===== src/rtl/spread_modulator_pkg.sv =====
// Shared constants, width helpers and sample type for the BPSK spread modulator.
package spread_modulator_pkg;

  localparam int PCODE_LEN     = 40920;
  localparam int MESSAGE_LEN   = 120;
  localparam int PCODE_REPEATS = 10;
  localparam int DAC_WIDTH     = 14;
  localparam int AMPLITUDE     = 8191;
  localparam int FRAME_CNT_W   = 16;

  function automatic int addr_w(input int n);
    return (n > 1) ? $clog2(n) : 1;
  endfunction

  localparam int PCODE_AW = addr_w(PCODE_LEN);
  localparam int MSG_AW   = addr_w(MESSAGE_LEN);

  typedef logic signed [DAC_WIDTH-1:0] dac_sample_t;

endpackage


===== src/rtl/spread_modulator_msg_double_buffer.sv =====
// Pending/active message buffers with host write handshake and frame-start swap.
module msg_double_buffer
  import spread_modulator_pkg::*;
(
  input  logic                   clk,
  input  logic                   rst,
  input  logic                   wr_valid,
  input  logic [MESSAGE_LEN-1:0] wr_data,
  output logic                   wr_ready,
  input  logic                   swap,
  output logic [MESSAGE_LEN-1:0] active_word,
  output logic                   msg_repeat
);

  logic [MESSAGE_LEN-1:0] active_q;
  logic [MESSAGE_LEN-1:0] pending_q;
  logic                   pending_full;
  logic                   pending_full_n;
  logic                   wr_accept;

  assign wr_accept = wr_valid && wr_ready;

  // A swap empties pending, but a write landing in the same cycle refills it.
  always_comb begin
    pending_full_n = pending_full;
    if (swap)      pending_full_n = 1'b0;
    if (wr_accept) pending_full_n = 1'b1;
  end

  // Bypass so the strobe that triggers the swap already reads the new frame.
  assign active_word = (swap && pending_full) ? pending_q : active_q;

  always_ff @(posedge clk or posedge rst) begin
    if (rst) begin
      active_q     <= '0;
      pending_q    <= '0;
      pending_full <= 1'b0;
      wr_ready     <= 1'b1;
      msg_repeat   <= 1'b0;
    end else begin
      if (swap) begin
        if (pending_full) active_q   <= pending_q;
        else              msg_repeat <= 1'b1;
      end
      if (wr_accept) pending_q <= wr_data;
      pending_full <= pending_full_n;
      wr_ready     <= !pending_full_n;
    end
  end

endmodule


===== src/rtl/spread_modulator.sv =====
// Per-strobe P-code chip XOR navigation bit, mapped to a signed BPSK DAC sample
// with a fixed two-cycle latency.
module spread_modulator
  import spread_modulator_pkg::*;
(
  input  logic                   clk,
  input  logic                   rst,
  input  logic                   tx_en,
  input  logic                   dac_valid,
  input  logic [PCODE_AW-1:0]    pcode_addr_i,
  input  logic [MSG_AW-1:0]      msg_addr_i,
  output logic                   rom_rd_o,
  output logic [PCODE_AW-1:0]    rom_addr_o,
  input  logic                   rom_data_i,
  input  logic                   msg_wr_valid,
  input  logic [MESSAGE_LEN-1:0] msg_wr_data,
  output logic                   msg_wr_ready,
  output logic [DAC_WIDTH-1:0]   dac_data_o,
  output logic                   dac_data_valid_o,
  output logic                   frame_start_o,
  output logic [FRAME_CNT_W-1:0] frame_cnt_o,
  output logic                   msg_repeat_o,
  output logic                   addr_err_o
);

  localparam logic [MSG_AW:0] MSG_LIMIT = (MSG_AW+1)'(MESSAGE_LEN);
  localparam dac_sample_t     AMP_POS   = dac_sample_t'(AMPLITUDE);
  localparam dac_sample_t     AMP_NEG   = -AMP_POS;

  logic [MSG_AW-1:0]      prev_msg_addr;
  logic                   first_frame;
  logic                   frame_start;
  logic                   addr_ok;
  logic                   msg_bit_sel;
  logic [MESSAGE_LEN-1:0] active_word;

  logic s1_valid;
  logic s1_tx_en;
  logic s1_bit;

  assign rom_rd_o   = dac_valid;
  assign rom_addr_o = pcode_addr_i;

  // Address 0 held across repeated strobes counts as one start; any jump to 0 restarts.
  assign frame_start = dac_valid && (msg_addr_i == '0) &&
                       ((prev_msg_addr != '0) || first_frame);
  assign addr_ok     = {1'b0, msg_addr_i} < MSG_LIMIT;
  assign msg_bit_sel = addr_ok ? active_word[msg_addr_i] : 1'b0;

  msg_double_buffer u_msg_buf (
    .clk         (clk),
    .rst         (rst),
    .wr_valid    (msg_wr_valid),
    .wr_data     (msg_wr_data),
    .wr_ready    (msg_wr_ready),
    .swap        (frame_start),
    .active_word (active_word),
    .msg_repeat  (msg_repeat_o)
  );

  always_ff @(posedge clk or posedge rst) begin
    if (rst) begin
      prev_msg_addr <= '0;
      first_frame   <= 1'b1;
      frame_cnt_o   <= '0;
      frame_start_o <= 1'b0;
      addr_err_o    <= 1'b0;
      s1_valid      <= 1'b0;
      s1_tx_en      <= 1'b0;
      s1_bit        <= 1'b0;
    end else begin
      s1_valid      <= dac_valid;
      frame_start_o <= frame_start;
      if (dac_valid) begin
        prev_msg_addr <= msg_addr_i;
        s1_tx_en      <= tx_en;
        s1_bit        <= msg_bit_sel;
        if (!addr_ok) addr_err_o <= 1'b1;
      end
      if (frame_start) begin
        first_frame <= 1'b0;
        frame_cnt_o <= frame_cnt_o + 1'b1;
      end
    end
  end

  // ROM data arrives alongside stage 1; sample holds between strobes.
  always_ff @(posedge clk or posedge rst) begin
    if (rst) begin
      dac_data_o       <= '0;
      dac_data_valid_o <= 1'b0;
    end else begin
      dac_data_valid_o <= s1_valid;
      if (s1_valid) begin
        if (!s1_tx_en)               dac_data_o <= '0;
        else if (rom_data_i ^ s1_bit) dac_data_o <= AMP_NEG;
        else                          dac_data_o <= AMP_POS;
      end
    end
  end

endmodule


===== config.mk =====
export PLATFORM = sky130hd
export DESIGN_NAME = spread_modulator
export DESIGN_NICKNAME = d
export VERILOG_FILES = /design/src/rtl/spread_modulator_pkg.sv /design/src/rtl/spread_modulator_msg_double_buffer.sv /design/src/rtl/spread_modulator.sv
export SDC_FILE = /design/constraint.sdc
export NUM_CORES = 1
export LEC_CHECK = 0
export CAP_MARGIN = 10
export CORE_MARGIN = 2
export CORE_UTILIZATION = 53
export CTS_BUF_LIST = sky130_fd_sc_hd__clkbuf_4 sky130_fd_sc_hd__clkbuf_8 sky130_fd_sc_hd__clkbuf_16
export DETAILED_ROUTE_END_ITERATION = 8
export PLACE_DENSITY = 0.8
export SLEW_MARGIN = 10
export SYNTH_ARGS = -nofsm -noshare
export SYNTH_HDL_FRONTEND = slang
export SYNTH_SLANG_ARGS = --single-unit
export TNS_END_PERCENT = 50

===== constraint.sdc =====
create_clock -name clk -period 12.8 [get_ports clk]
set_input_delay 1.92 -clock clk [delete_from_list [all_inputs] [get_ports clk]]
set_output_delay 1.92 -clock clk [all_outputs]
set_load 0.01 [all_outputs]

==> results of run 1 <==
## sequential cells by signal (all words and copies together), names as in the netlist
name	flops
u_msg_buf.active_q	120
u_msg_buf.pending_q	120
frame_cnt_o	16
prev_msg_addr	7
dac_data_o	3
addr_err_o	1
dac_data_valid_o	1
first_frame	1
frame_start_o	1
s1_bit	1
s1_tx_en	1
s1_valid	1
u_msg_buf.msg_repeat	1
u_msg_buf.pending_full	1
u_msg_buf.wr_ready	1
## Yosys cell counts, types with 2 or more instances
library cell / n
a211oi_1: 9
a21oi_1: 20
buf_1: 2
buf_2: 4
buf_4: 28
buf_6: 6
clkbuf_1: 36
clkbuf_8: 4
dfrtp_1: 274
dfstp_2: 2
inv_1: 23
mux2_2: 156
mux2_4: 3
mux2i_1: 19
nand2_1: 265
nand2b_1: 3
nand3_1: 7
nand4_1: 8
nor2_1: 29
nor2b_1: 2
nor3_1: 7
nor3_2: 2
nor3b_1: 5
nor4b_1: 2
o211ai_1: 4
o21ai_0: 37
o21ai_1: 2
o21bai_1: 13
o22ai_1: 2
or4_4: 2
xnor2_1: 12
xor2_1: 4
## through the flow
stage / hold WS, ps / worst slack (ps) / power, µW
global route: 486.5 / 7364 / 2642
finish: 461.4 / 7391 / 2522
floorplan: 424.0 / 3275 / 1533
global placement: 441.2 / 7392 / 1664
detailed placement: 451.6 / 7315 / 1691
CTS: 464.8 / 7408 / 2540
## power groups by stage
| stage | clock network (µW) | registers [µW] | logic, µW |
|---|---|---|---|
| floorplan | 0 | 1220 | 314 |
| global placement | 0 | 1270 | 392 |
| detailed placement | 0 | 1280 | 410 |
| CTS | 855 | 1270 | 416 |
| global route | 896 | 1300 | 450 |
| finish | 844 | 1270 | 409 |
## final timing paths
kind                                          from                 endpoint  slack [ps]  depth (start not counted)
hold reg to reg            u_msg_buf.active_q[119]  u_msg_buf.active_q[119]         460                          2
min in group asynchronous                      rst          frame_cnt_o[13]        2020                          2
max in group asynchronous                      rst  u_msg_buf.pending_q[63]        9330                          3
setup reg to reg                  prev_msg_addr[4]                   s1_bit        9610                          9
hold / removal             u_msg_buf.active_q[119]  u_msg_buf.active_q[119]         460                          2
setup / recovery                         dac_valid                 rom_rd_o        7390                          2
## final cells by class
cell class	instances	area share
Clock inverter	9	0.008502
Tap cell	280	0.02429
Timing Repair Buffer	177	0.1209
Multi-Input combinational cell	646	0.3025
Sequential cell	276	0.4790
Inverter	23	0.006506
Clock buffer	40	0.05821
## layer usage
metal  track usage  routed length, µm  vias up
li1              -                  -     3670
met1        0.3137              11250     3994
met2        0.3486              12180      278
met3       0.03516               1561       44
met4       0.05330                493        2
met5             0                 13        -
## cells by family after synthesis
group                      Yosys count
xor gates and xnor gates            16
buffers and inverters              103
AOI/OAI and AO/OA                  103
and+or+nand+nor                    346
muxes                              180
adders and majority gates            1
DFF                                276
==> results.md, run 1 <==
* Syn Area/Cell at 11.55 µm²
* Synth Area in Simple Gates at 0.1253
* Postcts setup bufs at 0
* Clock sinks at 276
* Post-synth ARST share at 1.000
* Multi-input logic area at 0.004363 mm²
* Total Wirelength at 25500 µm
* Cell family with most CP delay: buffers and inverters
* DP Cell Count at 1402
* Number of CTS-inserted buffers at 28
* Period minus WS final at 5409 ps
* Sequential share of power at 0.503
* Fraction of layout cells with a size suffix above 1 at 0.2041
* Area share of the largest cell type after synthesis at 0.5792
* Hold buffers post-CTS at 0
* Drt drc at 0
* DR pass1 iterations at 8
* Part of the power in the clock network at 0.335
* Crit path buf inv count at 2
* Leakage Power at 0.006808 µW
* Placer congestion estimate at 0.8260
* Post-synthesis xor/xnor area fraction at 0.01184
* Post-DP Area at 0.01346 mm²
* Post-Synthesis Cells at 1025
* Final-report setup violation count at 0
* Vias per inst at 5.505
* Num ports at 201
* Via count at 7988
* Post-synthesis sequential area ratio at 0.5837
* Register Area at 0.006909 mm²
* Final count of hold timing violations at 0
* Gr usage total at 0.2172
* Relative slew slack at 0.3220
* Seq cells post-synth at 276
* Post-CTS Resized at 0
* # port buffers at 168
* First-pass GRT wire length at 41570 µm
* RSZ-0062 raised after global routing: false
* Cell taking the most area after synthesis: dfrtp_1
* HP Class: reg -> reg
* Synth Cell Area at 0.01184 mm²
* Fin crit share at 0.4226
* Die span in x at 153.5 µm
* Sw Share at 0.2511
* Maxcap violations at 0
* CTS tree: done
* Fill count at 1656
* Setup TNS at 0 ps
* Worst skew pair latency at 540 ps
* Commonest cells after routing, fill and taps aside: 274 x dfrtp_1, 264 x nand2_1, 167 x clkdlybuf4s50_1, 156 x mux2_2, 37 x o21ai_0
* Largest net degree at the start of global routing at 154
* CP most frequent cell: clkdlybuf4s50_1
* Area contributors post-synth: dfrtp_1 58%, mux2_2 15%, nand2_1 8.4%, buf_4 1.8%, mux2i_1 1.6%
* Crit Path Category: in -> out
* Post-Layout Cell Count at 1451
* Syn nets at 1175
* Complex-gate fraction of the synthesized area at 0.05676
* GRT overflow at 0
* EDFF count, synth at 0
* Max stage delay on crit path at 900 ps
* Number of global-route vias before repair at 7898
* Status: finished clean
* Wirelength per Cell at 17.57 µm
* Initial core utilization at 0.5408
* # diodes at 0
* Combinational family with the most area after synthesis: multiplexers
* Clock-pin slew on the worst setup and hold paths at 60 ps
* Dpl hpwl at 16620 µm
* Max Clock Skew at 9.348 ps
* Crit. End Element: primary output
* Logic pwr share at 0.162
* Yosys cell types at 65
* Adder-cell share of the synthesized area at 0.001057
* Pin slew with the least headroom to its limit at 1017 ps
* Slowest CP cell: clkdlybuf4s50_1
* Peak supply drop at 0.1074 mV
* Ys flop type: dfrtp_1
* Die height at 153.5 µm
* Fmax at 0.1849 GHz
* Worst path cell trace: clkdlybuf4s50_1 -> clkdlybuf4s50_1
* Util after Layout at 0.6588
* DRT antenna net count at 0
* Area delta synth->final at 21.84%
* Multiplexer share of the synthesized area at 0.1723
* Cell internal pwr at 1889 µW
* Syn. warnings at 0
* Fin nets at 1302
* Crit path DAT at 3490 ps
* Core area at 0.02189 mm²
* FP Rows at 54
* WP data required at 10880 ps
* CP Launch Type: primary input
* Root buffer cell: clkbuf_16
* Sw Pwr at 633.3 µW
* Commonest non-fill, non-tap cell in the layout: dfrtp_1
* Worst Path Max Fanout at 16
* CTS H-tree depth at 1
* Power per cell area at 174.9 mW/mm²
* Initial antenna violation count at 1
* Final Slew Violations at 0
* Post-route cell area at 0.01442 mm²
* CTS Buffer Depth at 3
* Die area at 0.02355 mm²
* DRT iter0 DRCs at 626
Power figures use the tool's default switching activity.
==> run 2, diff against run 1 <==
==> constraint.sdc (replaced) <==
create_clock -name clk -period 5.6 [get_ports clk]
set_input_delay 0.84 -clock clk [delete_from_list [all_inputs] [get_ports clk]]
set_output_delay 0.84 -clock clk [all_outputs]
set_load 0.01 [all_outputs]
==> run 2 against run 1 <==
Effect of this change: sequential cell count is the same; routed wire length increased by 4.9%; first-iteration DRC count decreased by 3.8%; power increased by 130%; hold slack improved by 1.1 ps; core utilization increased by 0.40 points.
==> results.md, run 2 (synthesis results as in run 1) <==
* Sw Share at 0.2526 (+0.001548)
* Relative slew slack at 0.3027 (-0.01921)
* Postcts setup bufs at 0 (unchanged)
* Largest regs: u_msg_buf.active_q x120, u_msg_buf.pending_q x120, frame_cnt_o x16
* Tot Pwr at 5781 µW (+130%)
* Initial antenna violation count at 1 (unchanged)
* Fin nets at 1308 (+0.46%)
* CTS Buffer Depth at 3 (unchanged)
* Worst skew pair latency at 550 ps (about the same)
* DRT iter0 DRCs at 602 (-3.8%)
* Post-CTS Resized at 0 (unchanged)
* Die height at 153.5 µm (unchanged)
* Worst r2r src: prev_msg_addr[5]
* Num ports at 201 (unchanged)
* Status: finished clean
* Initial core utilization at 0.5408 (unchanged)
* Gr usage total at 0.2281 (+0.01091)
* Hold path startpoint: u_msg_buf.active_q[36]
* Peak supply drop at 0.2731 mV (+150%)
* Maxcap violations at 0 (unchanged)
* Commonest cells after routing, fill and taps aside: 274 x dfrtp_1, 264 x nand2_1, 167 x clkdlybuf4s50_1, 156 x mux2_2, 37 x o21ai_0
* Area delta synth->final at 22.58%
* Setup crit start: msg_addr_i[5]
* CTS tree: done
* Fmax at 0.2671 GHz
* Clock-pin slew on the worst setup and hold paths at 60 ps (about the same)
* Die span in x at 153.5 µm (unchanged)
* Dpl hpwl at 17780 µm (+7.0%)
* Power per cell area at 398.4 mW/mm² (+130%)
* First-pass GRT wire length at 43400 µm (+4.4%)
* Post-DP Area at 0.01353 mm² (+0.49%)
* Final Slew Violations at 0 (unchanged)
* DRT antenna net count at 0 (unchanged)
* HP Class: reg -> reg
* CP Launch Type: primary input
* Crit. End Element: flip-flop
* Sequential share of power at 0.503 (about the same)
* Setup TNS at 0 ps (unchanged)
* Wirelength per Cell at 18.33 µm (+4.3%)
* Core area at 0.02189 mm² (unchanged)
* RSZ-0062 raised after global routing: false
* Worst Path Max Fanout at 37 (+21)
* Clock sinks at 276 (unchanged)
* Period minus WS final at 3744 ps
* DR pass1 iterations at 5 (-3)
* Number of CTS-inserted buffers at 28 (unchanged)
* Crit Path Category: in -> reg
* GRT overflow at 0 (unchanged)
* Fin crit share at 0.6686
* FP Rows at 54 (unchanged)
* Total Wirelength at 26760 µm (+4.9%)
* Worst-case reg-to-reg path depth at 9 (unchanged)
* Via count at 8132 (+1.8%)
* Cell internal pwr at 4320 µW (+130%)
* Final hold slack at 462.5 ps (+1.134 ps)
* Post-route cell area at 0.01451 mm² (+0.61%)
* Leakage Power at 0.006855 µW (+0.70%)
* Largest net degree at the start of global routing at 90 (-42%)
* # port buffers at 168 (unchanged)
* DP Cell Count at 1408 (+0.43%)
* Logic pwr share at 0.163 (about the same)
* Vias per inst at 5.570 (+1.2%)
* Commonest non-fill, non-tap cell in the layout: dfrtp_1
* Number of global-route vias before repair at 8289 (+5.0%)
* Pin slew with the least headroom to its limit at 1042 ps (+24.96 ps)
* Crit path DAT at 4140 ps (+650 ps)
* # diodes at 0 (unchanged)
* Sw Pwr at 1461 µW (+130%)
* Post-Layout Cell Count at 1460 (+0.62%)
* Die area at 0.02355 mm² (unchanged)
* Max Clock Skew at 13.25 ps (+3.903 ps)
* Part of the power in the clock network at 0.334 (about the same)
* Hold buffers post-CTS at 0 (unchanged)
* CTS H-tree depth at 1 (unchanged)
* Final-report setup violation count at 0 (unchanged)
* Fraction of layout cells with a size suffix above 1 at 0.2102 (+0.006070)
* WP data required at 6000 ps (-4880 ps)
* Hold path depth at 2 (unchanged)
* Final count of hold timing violations at 0 (unchanged)
* Placer congestion estimate at 0.8506 (+3.0%)
* Root buffer cell: clkbuf_16
* Drt drc at 0 (unchanged)
==> run 2: layout make-up <==
cell class	count	area, µm²
Clock buffer	47	929.6
Clock inverter	5	53.80
Fill cell	1598	7381
Inverter	23	90.09
Multi-Input combinational cell	646	4363
Sequential cell	276	6909
Tap cell	280	350.3
Timing Repair Buffer	183	1814
==> run 2: metrics by stage <==
step,utilization,setup WS [ps]
floorplan,-,1110
finish,0.6628,1856
detailed placement,0.6179,1387
global route,0.6628,1612
global placement,0.6179,1462
CTS,0.6628,1915
==> run 2: power by group through the flow <==
stage	clock network, µW	logic, µW	registers [µW]
global route	2050	1040	2970
detailed placement	0	941	2930
floorplan	0	717	2790
finish	1930	939	2910
global placement	0	900	2910
CTS	1960	954	2900
==> run 2: final timing paths <==
kind,to,slack (ps)
max in group asynchronous,u_msg_buf.active_q[8],4130
hold reg to reg,u_msg_buf.active_q[36],460
setup / recovery,s1_bit,1860
hold / removal,u_msg_buf.active_q[36],460
min in group asynchronous,u_msg_buf.pending_q[31],580
setup reg to reg,s1_bit,1990
==> run 2: layer usage <==
layer	vias to the layer above	part of all wire	track usage
met5	-	0.00071	0
met4	2	0.033	0.08038
met3	68	0.062	0.03969
met2	304	0.49	0.3769
met1	4070	0.42	0.3072
li1	3688	-	-
==> run 2: critical path: stages <==
cell	delay [ps]
clkdlybuf4s50_1	620
nor4_2	500
o2111ai_4	610
buf_4	490
mux2_2	350
o21a_1	170
a211oi_1	170
a32oi_1	100
nand4b_1	150
o311ai_1	120
